==> config.mk <==
export PLATFORM = sky130hd
export DESIGN_NAME = pipe_skid_stage
export DESIGN_NICKNAME = d
export VERILOG_FILES = /design/src/rtl/pipe_pkg.sv /design/src/rtl/skid_entry.sv /design/src/rtl/pipe_skid_stage.sv
export SDC_FILE = /design/constraint.sdc
export NUM_CORES = 1
export LEC_CHECK = 0
export ABC_AREA = 0
export CAP_MARGIN = 20
export CORE_ASPECT_RATIO = 0.9
export CORE_UTILIZATION = 30
export DETAILED_ROUTE_END_ITERATION = 6
export DONT_BUFFER_PORTS = 1
export PLACE_DENSITY = 0.55
export SETUP_SLACK_MARGIN = 0.02
export SLEW_MARGIN = 20
export SYNTH_ARGS = -nofsm -noshare
export SYNTH_HDL_FRONTEND = slang
export SYNTH_SLANG_ARGS = --single-unit
export TNS_END_PERCENT = 20
==> constraint.sdc <==
create_clock -name clk -period 2.7 [get_ports clk]
set_input_delay 0.405 -clock clk [delete_from_list [all_inputs] [get_ports clk]]
set_output_delay 0.405 -clock clk [all_outputs]
set_load 0.05 [all_outputs]
==> src/rtl/pipe_pkg.sv <==
// Shared pipeline definitions: lane geometry, per-boundary lane structs,
// the NOP encoding and the stage occupancy encoding.
package pipe_pkg;

  localparam int LANES_DEF     = 2;
  localparam int PAYLOAD_W_DEF = 160;

  // One decode->execute lane; the field widths add up to PAYLOAD_W_DEF.
  typedef struct packed {
    logic [7:0]  aluop;
    logic [2:0]  alusel;
    logic [31:0] reg1;
    logic [31:0] reg2;
    logic [4:0]  wd;
    logic        wreg;
    logic [31:0] pc;
    logic [31:0] inst;
    logic [14:0] excepttype;
  } id_ex_lane_t;

  localparam id_ex_lane_t ID_EX_NOP = '0;

  typedef enum logic [1:0] {
    OCC_EMPTY = 2'd0,
    OCC_ONE   = 2'd1,
    OCC_TWO   = 2'd2
  } occ_e;

endpackage

==> src/rtl/skid_entry.sv <==
// One bundle register (per-lane valid mask plus payload) with
// load, valid-clear and payload-clear controls.
module skid_entry #(
  parameter int LANES     = 2,
  parameter int PAYLOAD_W = 160
) (
  input  logic                         clk,
  input  logic                         rst,
  input  logic                         clr_vld,
  input  logic                         clr_data,
  input  logic                         load,
  input  logic [LANES-1:0]             d_valid,
  input  logic [LANES*PAYLOAD_W-1:0]   d_payload,
  output logic [LANES-1:0]             valid,
  output logic [LANES*PAYLOAD_W-1:0]   payload
);

  always_ff @(posedge clk) begin
    if (rst)          valid <= '0;
    else if (clr_vld) valid <= '0;
    else if (load)    valid <= d_valid;
  end

  always_ff @(posedge clk) begin
    if (rst || clr_data) payload <= '0;
    else if (load)       payload <= d_payload;
  end

endmodule

==> src/rtl/pipe_skid_stage.sv <==
// Multi-lane pipeline stage register with valid/ready handshake and a
// two-entry skid buffer; in_ready depends only on registered state.
module pipe_skid_stage
  import pipe_pkg::*;
#(
  parameter int LANES          = LANES_DEF,
  parameter int PAYLOAD_W      = PAYLOAD_W_DEF,
  parameter bit CLEAR_ON_FLUSH = 1'b1
) (
  input  logic                         clk,
  input  logic                         rst,
  input  logic                         flush,
  input  logic [LANES-1:0]             in_valid,
  input  logic [LANES*PAYLOAD_W-1:0]   in_payload,
  output logic                         in_ready,
  output logic [LANES-1:0]             out_valid,
  output logic [LANES*PAYLOAD_W-1:0]   out_payload,
  input  logic                         out_ready,
  output logic [1:0]                   occupancy
);

  occ_e state, state_nxt;

  logic in_fire, out_fire;
  logic main_load, main_sel_skid, main_drop;
  logic skid_load, skid_drop;
  logic clr_data;

  logic [LANES-1:0]           main_valid, skid_valid, main_d_valid;
  logic [LANES*PAYLOAD_W-1:0] main_payload, skid_payload, main_d_payload;

  assign in_ready  = (state != OCC_TWO);
  assign in_fire   = in_ready & (|in_valid);
  assign out_fire  = out_ready & (|main_valid);
  assign occupancy = state;
  assign clr_data  = flush & CLEAR_ON_FLUSH;

  always_ff @(posedge clk) begin
    if (rst) state <= OCC_EMPTY;
    else     state <= state_nxt;
  end

  always_comb begin
    state_nxt     = state;
    main_load     = 1'b0;
    main_sel_skid = 1'b0;
    main_drop     = 1'b0;
    skid_load     = 1'b0;
    skid_drop     = 1'b0;
    case (state)
      OCC_EMPTY: begin
        if (in_fire) begin
          main_load = 1'b1;
          state_nxt = OCC_ONE;
        end
      end
      OCC_ONE: begin
        if (in_fire && out_fire) begin
          main_load = 1'b1;
        end else if (in_fire) begin
          skid_load = 1'b1;
          state_nxt = OCC_TWO;
        end else if (out_fire) begin
          main_drop = 1'b1;
          state_nxt = OCC_EMPTY;
        end
      end
      OCC_TWO: begin
        // Input side is blocked here, so only a drain can move state.
        if (out_fire) begin
          main_load     = 1'b1;
          main_sel_skid = 1'b1;
          skid_drop     = 1'b1;
          state_nxt     = OCC_ONE;
        end
      end
      default: state_nxt = OCC_EMPTY;
    endcase
    if (flush) begin
      state_nxt     = OCC_EMPTY;
      main_load     = 1'b0;
      main_sel_skid = 1'b0;
      main_drop     = 1'b0;
      skid_load     = 1'b0;
      skid_drop     = 1'b0;
    end
  end

  assign main_d_valid   = main_sel_skid ? skid_valid   : in_valid;
  assign main_d_payload = main_sel_skid ? skid_payload : in_payload;

  skid_entry #(.LANES(LANES), .PAYLOAD_W(PAYLOAD_W)) u_main (
    .clk       (clk),
    .rst       (rst),
    .clr_vld   (flush | main_drop),
    .clr_data  (clr_data),
    .load      (main_load),
    .d_valid   (main_d_valid),
    .d_payload (main_d_payload),
    .valid     (main_valid),
    .payload   (main_payload)
  );

  skid_entry #(.LANES(LANES), .PAYLOAD_W(PAYLOAD_W)) u_skid (
    .clk       (clk),
    .rst       (rst),
    .clr_vld   (flush | skid_drop),
    .clr_data  (clr_data),
    .load      (skid_load),
    .d_valid   (in_valid),
    .d_payload (in_payload),
    .valid     (skid_valid),
    .payload   (skid_payload)
  );

  // Output boundary: invalid lanes always present the NOP encoding.
  assign out_valid = main_valid;
  always_comb begin
    out_payload = '0;
    for (int i = 0; i < LANES; i++) begin
      if (main_valid[i]) out_payload[i*PAYLOAD_W +: PAYLOAD_W] = main_payload[i*PAYLOAD_W +: PAYLOAD_W];
    end
  end

endmodule

==> results of run 1 <==
-- synthesized netlist by cell type --
cell | number | area, um2
sky130_fd_sc_hd__and2_1 | 320 | 2002
sky130_fd_sc_hd__o21a_2 | 1 | 8.760
sky130_fd_sc_hd__o21ai_4 | 1 | 16.27
sky130_fd_sc_hd__inv_1 | 2 | 7.510
sky130_fd_sc_hd__o221a_2 | 321 | 3615
sky130_fd_sc_hd__o21ai_0 | 1 | 5.000
sky130_fd_sc_hd__a21oi_1 | 325 | 1627
sky130_fd_sc_hd__o21a_1 | 320 | 2402
sky130_fd_sc_hd__nand3_1 | 2 | 10.01
sky130_fd_sc_hd__buf_1 | 6 | 22.52
sky130_fd_sc_hd__or2_2 | 2 | 12.51
sky130_fd_sc_hd__nand2_1 | 648 | 2432
sky130_fd_sc_hd__o31a_1 | 2 | 17.52
sky130_fd_sc_hd__a211oi_1 | 1 | 7.510
sky130_fd_sc_hd__o21ba_2 | 1 | 10.01
sky130_fd_sc_hd__o221a_1 | 1 | 11.26
sky130_fd_sc_hd__a41oi_1 | 1 | 8.760
sky130_fd_sc_hd__o21ai_1 | 1 | 5.000
sky130_fd_sc_hd__dfxtp_1 | 646 | 12930
sky130_fd_sc_hd__buf_2 | 110 | 550.5
sky130_fd_sc_hd__and3_1 | 2 | 12.51
sky130_fd_sc_hd__clkbuf_1 | 141 | 529.3
sky130_fd_sc_hd__nor2_1 | 2 | 7.510
sky130_fd_sc_hd__buf_4 | 27 | 202.7
-- critical path, delay by kind of cell (launching register included) --
kind                   cells  cell delay, ns
flip-flops                 1            0.37
buffers and inverters      1            0.27
AND/OR/NAND/NOR            1            0.57
-- final timing paths --
kind,start,slack [ns],end
worst max-delay path,u_main.valid[0],0.11,out_payload[56]
worst min-delay path,in_payload[61],0.08,u_main.payload[61]
worst max register to register,u_main.valid[1],0.52,u_main.payload[229]
worst min register to register,u_skid.payload[319],0.45,u_skid.payload[319]
-- area by class of cell --
| cell class | instances | area (um2) |
|---|---|---|
| inverter | 2 | 7.507 |
| timing repair buffer | 407 | 4274 |
| fill | 8735 | 53260 |
| multi-input combinational | 1952 | 12290 |
| clock inverter | 20 | 272.8 |
| sequential | 646 | 12940 |
| clock buffer | 109 | 2176 |
| tap | 1144 | 1431 |
-- flip-flops by register name, indices dropped and copies added, names as in the netlist --
| register | count |
|---|---|
| occupancy | 2 |
| u_main.valid | 2 |
| u_skid.valid | 2 |
| u_main.payload | 320 |
| u_skid.payload | 320 |
-- per-stage QoR --
stage	power (mW)	instance area (um2)	worst slack [ns]	std cells
after floorplan	11.67	26460	0.4918	2884
after CTS	22.84	33360	0.04137	4280
after detailed placement	12.25	27690	0.5690	3829
after global routing	23.39	33390	0.02080	4280
final	22.57	33390	0.1117	4280
after global placement	12.23	27690	0.5856	3829
-- kinds of logic (layout without fill, tap and decap cells) --
family,after synthesis,after routing,share of synthesized area
buffers and inverters,286,538,0.04961
and+or+nand+nor,976,976,0.1692
DFF,646,646,0.4888
AOI/OAI and AO/OA,976,976,0.2923
-- per-layer routing --
metal	GRT usage	wire length [um]
met1	0.2400	37470
met2	0.3106	42380
met3	0.04867	6632
met4	0.06735	2818
met5	0	0
-- power by group through the flow --
stage,sequential [mW],combinational (mW),clock (mW)
after CTS,10.1,2.39,10.4
after global routing,10.1,2.54,10.7
after detailed placement,10.3,1.96,0
after floorplan,10.2,1.45,0
final,10.1,2.37,10.1
after global placement,10.3,1.95,0
-- what timing repair did --
action                                  CTS  global route
endpoints found under the setup margin    3            22
gates resized for setup                   3            22
hold buffers                            322             0
hold endpoints to repair                324             0
gates cloned                              0             0
==> flow_summary_export.csv, run 1 <==
group,metric,value,unit
routing,avgViaCountPerCell,5.255,
synthesis,synth.ff_latch_count,646,
layout,layout.core_utilization,0.3853,
layout,area_growth,26.22,%
timing,holdWs,0.08103,ns
layout,most-common-layout-cells,"sky130_fd_sc_hd__nand2_1, sky130_fd_sc_hd__dfxtp_1, sky130_fd_sc_hd__a21oi_1, sky130_fd_sc_hd__dlygate4sd3_1, sky130_fd_sc_hd__o221a_2",
floorplanning,die_y,283.7,um
critical_path,setup.worst_path.end_class,"output pin",
layout,layout.cells.most_common,"sky130_fd_sc_hd__nand2_1",
timing,max_freq,386.4,MHz
timing,tns,0,ns
routing,violation_count_after_the_first_detailed_route_iteration,2064,
critical_path,cpMaxStageDelayCell,"sky130_fd_sc_hd__and2_1",
layout,drive_above_1_share,0.1767,
power_and_ir_drop,power.switching_fraction,0.2510,
layout,num-nets-final,3407,
power_and_ir_drop,switching_power,5.665,mW
placement,io_buffers,0,
clocking,clkTransAtPathRegs,0.07,ns
power_and_ir_drop,pwr-share-comb,0.105,
floorplanning,coreArea,86660,um2
timing,timing.slew.headroom,0.4098,
global_route,grt_pass1_wl,135.5,mm
routing,detailed_routing_iteration_count_for_the_pre_antenna_repair_pass,7,
critical_path,worst_r2r_path_depth,5,
layout,num_antenna_cells,0,
synthesis,synth.yosys.warnings,0,
routing,antenna_violating_nets_post_route,0,
global_route,grt_use_total,0.1900,
synthesis,synth.distinct_cells,24,
clocking,clk_root_buffer_cell,"sky130_fd_sc_hd__clkbuf_16",
routing,detail_route.wirelength,89.30,mm
clocking,post_cts_buffers,0,
min_path,whs_path_depth,2,
floorplanning,design.portCount,651,
clocking,cts_made_buffers,72,
synthesis,synthesis.instances,2884,
timing,report.final.setup_viol,0,
global_route,via_count_of_the_first_global_routing_pass,22014,
global_route,grt_overflow_total,0,
routing,wire_per_inst,20.86,um
outcome,outcome,"complete, but fails checks",
power_and_ir_drop,p_int,16.90,mW
floorplanning,fp-row-count,102,
clocking,cts_max_path_buffers,3,
timing,timing.final.crit_share,0.9586,
critical_path,timing.critical_path.arrival,2.18,ns
critical_path,cp.required,2.30,ns
synthesis,synth-seq-area-share,0.4888,
outcome,violations_in_the_final_reports,"design-rule violations",
clocking,tritoncts,"yes",
power_and_ir_drop,pwr_density_cell,675.9,nW/um2
placement,dp.final_hpwl,53.22,mm
power_and_ir_drop,sequentialPowerShare,0.447,
power_and_ir_drop,clock_power_share,0.448,
timing,timing.final.max_slew_violations,0,
routing,drc,39,
floorplanning,floorplan.die.width,315.0,um
timing,finalWorstPathRequiredPeriod,2.588,ns
floorplanning,floorplan.die_area,89380,um2
timing,rsz_0062_raised_after_global_routing,"no",
critical_path,critPathLaunchType,"flip-flop",
power_and_ir_drop,vdd_drop_max,0.4863,mV
synthesis,synthesized_net_count,3210,
timing,timing.final.hold_violations,0,
routing,num_vias,22492,
clocking,clock_latency,0.61,ns
timing,skew,0.02971,ns
synthesis,syn-cell-area,26460,um2
global_route,antenna_found_initial,4,
min_path,worstHoldPathType,"in -> reg",
critical_path,critical_setup_path_class,"reg -> out",
timing,worst_pin_slew,0.8854,ns
clocking,numClockSinks,646,
clocking,h_tree_lvls,3,
placement,final_weighted_congestion_of_routability_driven_global_placement,0.7719,
critical_path,max_stage_delay,0.57,ns
global_route,grt_start_max_net_pins,163,
floorplanning,starting_density_of_the_core,0.3053,
power_and_ir_drop,p_leak,11.75,nW
run,maxCapViolCount,0,
critical_path,cp_max_fo,158,
synthesis,synth_area_per_cell,9.173,um2
critical_path,crit_path_cell_trace,"buf_12 > and2_1",
Power figures use the tool's default switching activity.
==> run 2: changes to the inputs <==
--- a/config.mk
+++ b/config.mk
@@ -12,6 +12,7 @@
 export DETAILED_ROUTE_END_ITERATION = 6
 export DONT_BUFFER_PORTS = 1
 export PLACE_DENSITY = 0.55
+export RECOVER_POWER = 50
 export SETUP_SLACK_MARGIN = 0.02
 export SLEW_MARGIN = 20
 export SYNTH_ARGS = -nofsm -noshare
==> run 2 against run 1 <==
The flow still finishes with violations (design-rule violations). Routed wire length rose by 0.21%. Register-to-register slack got worse by 0.32 ns. Sequential power hardly changed. First-iteration DRC count increased by 0.15%. Global-route usage is the same. Clock skew is 0.00078 ns lower. Power about the same. Critical path depth unchanged. Via count increased by 0.29%. Combinational power hardly changed. Worst setup slack worse by 0.069 ns. Clock power barely moved. Largest cell class unchanged.
==> flow_summary_export.csv, run 2 (synthesis results as in run 1) <==
group,metric,value,unit
global_route,antenna_found_initial,4,
floorplanning,design.portCount,651,
outcome,violations_in_the_final_reports,"design-rule violations",
clocking,cts_max_path_buffers,3,
critical_path,cp.required,2.30,ns
placement,dp.final_hpwl,53.22,mm
timing,finalWorstPathRequiredPeriod,2.657,ns
timing,max_freq,376.3,MHz
timing,timing.final.hold_violations,0,
critical_path,cp_max_fo,158,
clocking,h_tree_lvls,3,
clocking,clock_latency,0.61,ns
timing,worst_pin_slew,1.019,ns
power_and_ir_drop,pwr-share-comb,0.105,
routing,wire_per_inst,20.90,um
global_route,grt_use_total,0.1900,
power_and_ir_drop,pwr_density_cell,677.2,nW/um2
outcome,outcome,"complete, but fails checks",
routing,violation_count_after_the_first_detailed_route_iteration,2067,
critical_path,critical_setup_path_class,"reg -> out",
global_route,grt_start_max_net_pins,163,
layout,final.fill_count,8753,
timing,timing.slew.headroom,0.3209,
timing,timing.final.crit_share,0.9842,
timing,tns,0,ns
global_route,grt_overflow_total,0,
critical_path,setup.worst_path.end_class,"output pin",
routing,avgViaCountPerCell,5.268,
clocking,cts_made_buffers,72,
placement,final_weighted_congestion_of_routability_driven_global_placement,0.7719,
layout,most-common-layout-cells,"sky130_fd_sc_hd__nand2_1, sky130_fd_sc_hd__dfxtp_1, sky130_fd_sc_hd__a21oi_1, sky130_fd_sc_hd__dlygate4sd3_1, sky130_fd_sc_hd__o21a_1",
layout,top_regs,"u_main.payload x320, u_skid.payload x320",
layout,num-nets-final,3407,
min_path,worstHoldPathType,"in -> reg",
routing,detail_route.wirelength,89.49,mm
floorplanning,die_y,283.7,um
timing,report.final.setup_viol,0,
critical_path,critPathLaunchType,"flip-flop",
clocking,tritoncts,"yes",
floorplanning,floorplan.die.width,315.0,um
power_and_ir_drop,p_total,22.56,mW
power_and_ir_drop,p_int,16.89,mW
power_and_ir_drop,p_leak,11.70,nW
placement,io_buffers,0,
routing,num_vias,22557,
clocking,clk_root_buffer_cell,"sky130_fd_sc_hd__clkbuf_16",
routing,detailed_routing_iteration_count_for_the_pre_antenna_repair_pass,7,
critical_path,timing.critical_path.arrival,2.25,ns
timing,timing.final.max_slew_violations,0,
power_and_ir_drop,clock_power_share,0.448,
floorplanning,floorplan.die_area,89380,um2
clocking,post_cts_buffers,0,
clocking,numClockSinks,646,
layout,drive_above_1_share,0.1747,
floorplanning,fp-row-count,102,
power_and_ir_drop,switching_power,5.663,mW
power_and_ir_drop,power.switching_fraction,0.2511,
layout,area_growth,25.89,%
global_route,via_count_of_the_first_global_routing_pass,22014,
layout,layout.cells.most_common,"sky130_fd_sc_hd__nand2_1",
floorplanning,starting_density_of_the_core,0.3053,
clocking,clkTransAtPathRegs,0.07,ns
floorplanning,coreArea,86660,um2
run,maxCapViolCount,0,
power_and_ir_drop,vdd_drop_max,0.4852,mV
timing,rsz_0062_raised_after_global_routing,"no",
global_route,grt_pass1_wl,135.5,mm
timing,skew,0.02893,ns
power_and_ir_drop,sequentialPowerShare,0.447,
routing,drc,78,
routing,antenna_violating_nets_post_route,0,
[run 2: cell types whose count changed in the layout (fill, tap and decap cells not counted), moves of 2 or more]
| cell | previous run | this run |
|---|---|---|
| sky130_fd_sc_hd__and2_1 | 295 | 293 |
| sky130_fd_sc_hd__buf_4 | 52 | 42 |
| sky130_fd_sc_hd__clkbuf_1 | 18 | 22 |
| sky130_fd_sc_hd__and2_0 | 0 | 2 |
| sky130_fd_sc_hd__buf_12 | 33 | 28 |
| sky130_fd_sc_hd__diode_2 | 0 | 2 |
| sky130_fd_sc_hd__clkbuf_4 | 0 | 3 |
| sky130_fd_sc_hd__buf_6 | 0 | 2 |
| sky130_fd_sc_hd__clkbuf_2 | 0 | 5 |
[run 2: power by group through the flow]
stage | combinational, mW | clock (mW) | sequential [mW]
detailed placement | 1.96 | 0 | 10.3
global placement | 1.95 | 0 | 10.3
finish | 2.36 | 10.1 | 10.1
floorplan | 1.45 | 0 | 10.2
global route | 2.53 | 10.7 | 10.1
CTS | 2.39 | 10.4 | 10.1
[run 2: timing repair]
item | in CTS | in global routing
endpoints found under the hold margin | 324 | 0
gates resized for setup | 3 | 22
hold buffers | 322 | 0
gates cloned | 0 | 0
setup endpoints to repair | 3 | 22
[run 2: worst max-delay path, cell delays in order, from the launching register on]
cell and delay [ns]:
sky130_fd_sc_hd__dfxtp_4 0.37, sky130_fd_sc_hd__buf_12 0.24, sky130_fd_sc_hd__and2_1 0.57
[run 2: layout make-up]
type / count / area, um2 / share of cell area
Antenna cell: 2 / 5.005 / 0.0001503
Inverter: 2 / 7.507 / 0.0002254
Clock inverter: 20 / 272.8 / 0.008190
Multi-Input combinational cell: 1952 / 12280 / 0.3688
Sequential cell: 646 / 12940 / 0.3885
Clock buffer: 109 / 2176 / 0.06533
Timing Repair Buffer: 407 / 4189 / 0.1258
Tap cell: 1144 / 1431 / 0.04298
[run 2: final timing paths]
| kind | from | endpoint | slack (ns) | depth (start not counted) |
|---|---|---|---|---|
| min | in_payload[61] | u_main.payload[61] | 0.08 | 2 |
| max reg2reg | occupancy[0] | u_skid.payload[37] | 0.20 | 6 |
| min reg2reg | u_skid.payload[314] | u_skid.payload[314] | 0.45 | 2 |
| max | u_main.valid[0] | out_payload[47] | 0.04 | 2 |
[run 2: routing by layer]
layer / up-vias / share of wire / global-route usage
met5: - / 0 / 0
met4: 0 / 0.032 / 0.06735
met3: 187 / 0.076 / 0.04867
met2: 790 / 0.47 / 0.3106
met1: 11010 / 0.42 / 0.2400
li1: 10570 / - / -
[run 2: stage by stage]
step                      cell area, um2  setup WS, ns  hold WS [ns]    util  cells
after floorplan                    26460        0.4918        0.4325       -   2884
after global placement             27690        0.5856        0.4397  0.3195   3829
after detailed placement           27690        0.5690        0.4453  0.3195   3829
final                              33300       0.04263       0.08205  0.3843   4282
after global routing               33300       0.02110       0.03858  0.3843   4281
after CTS                          33360       0.04137       0.01994  0.3850   4280
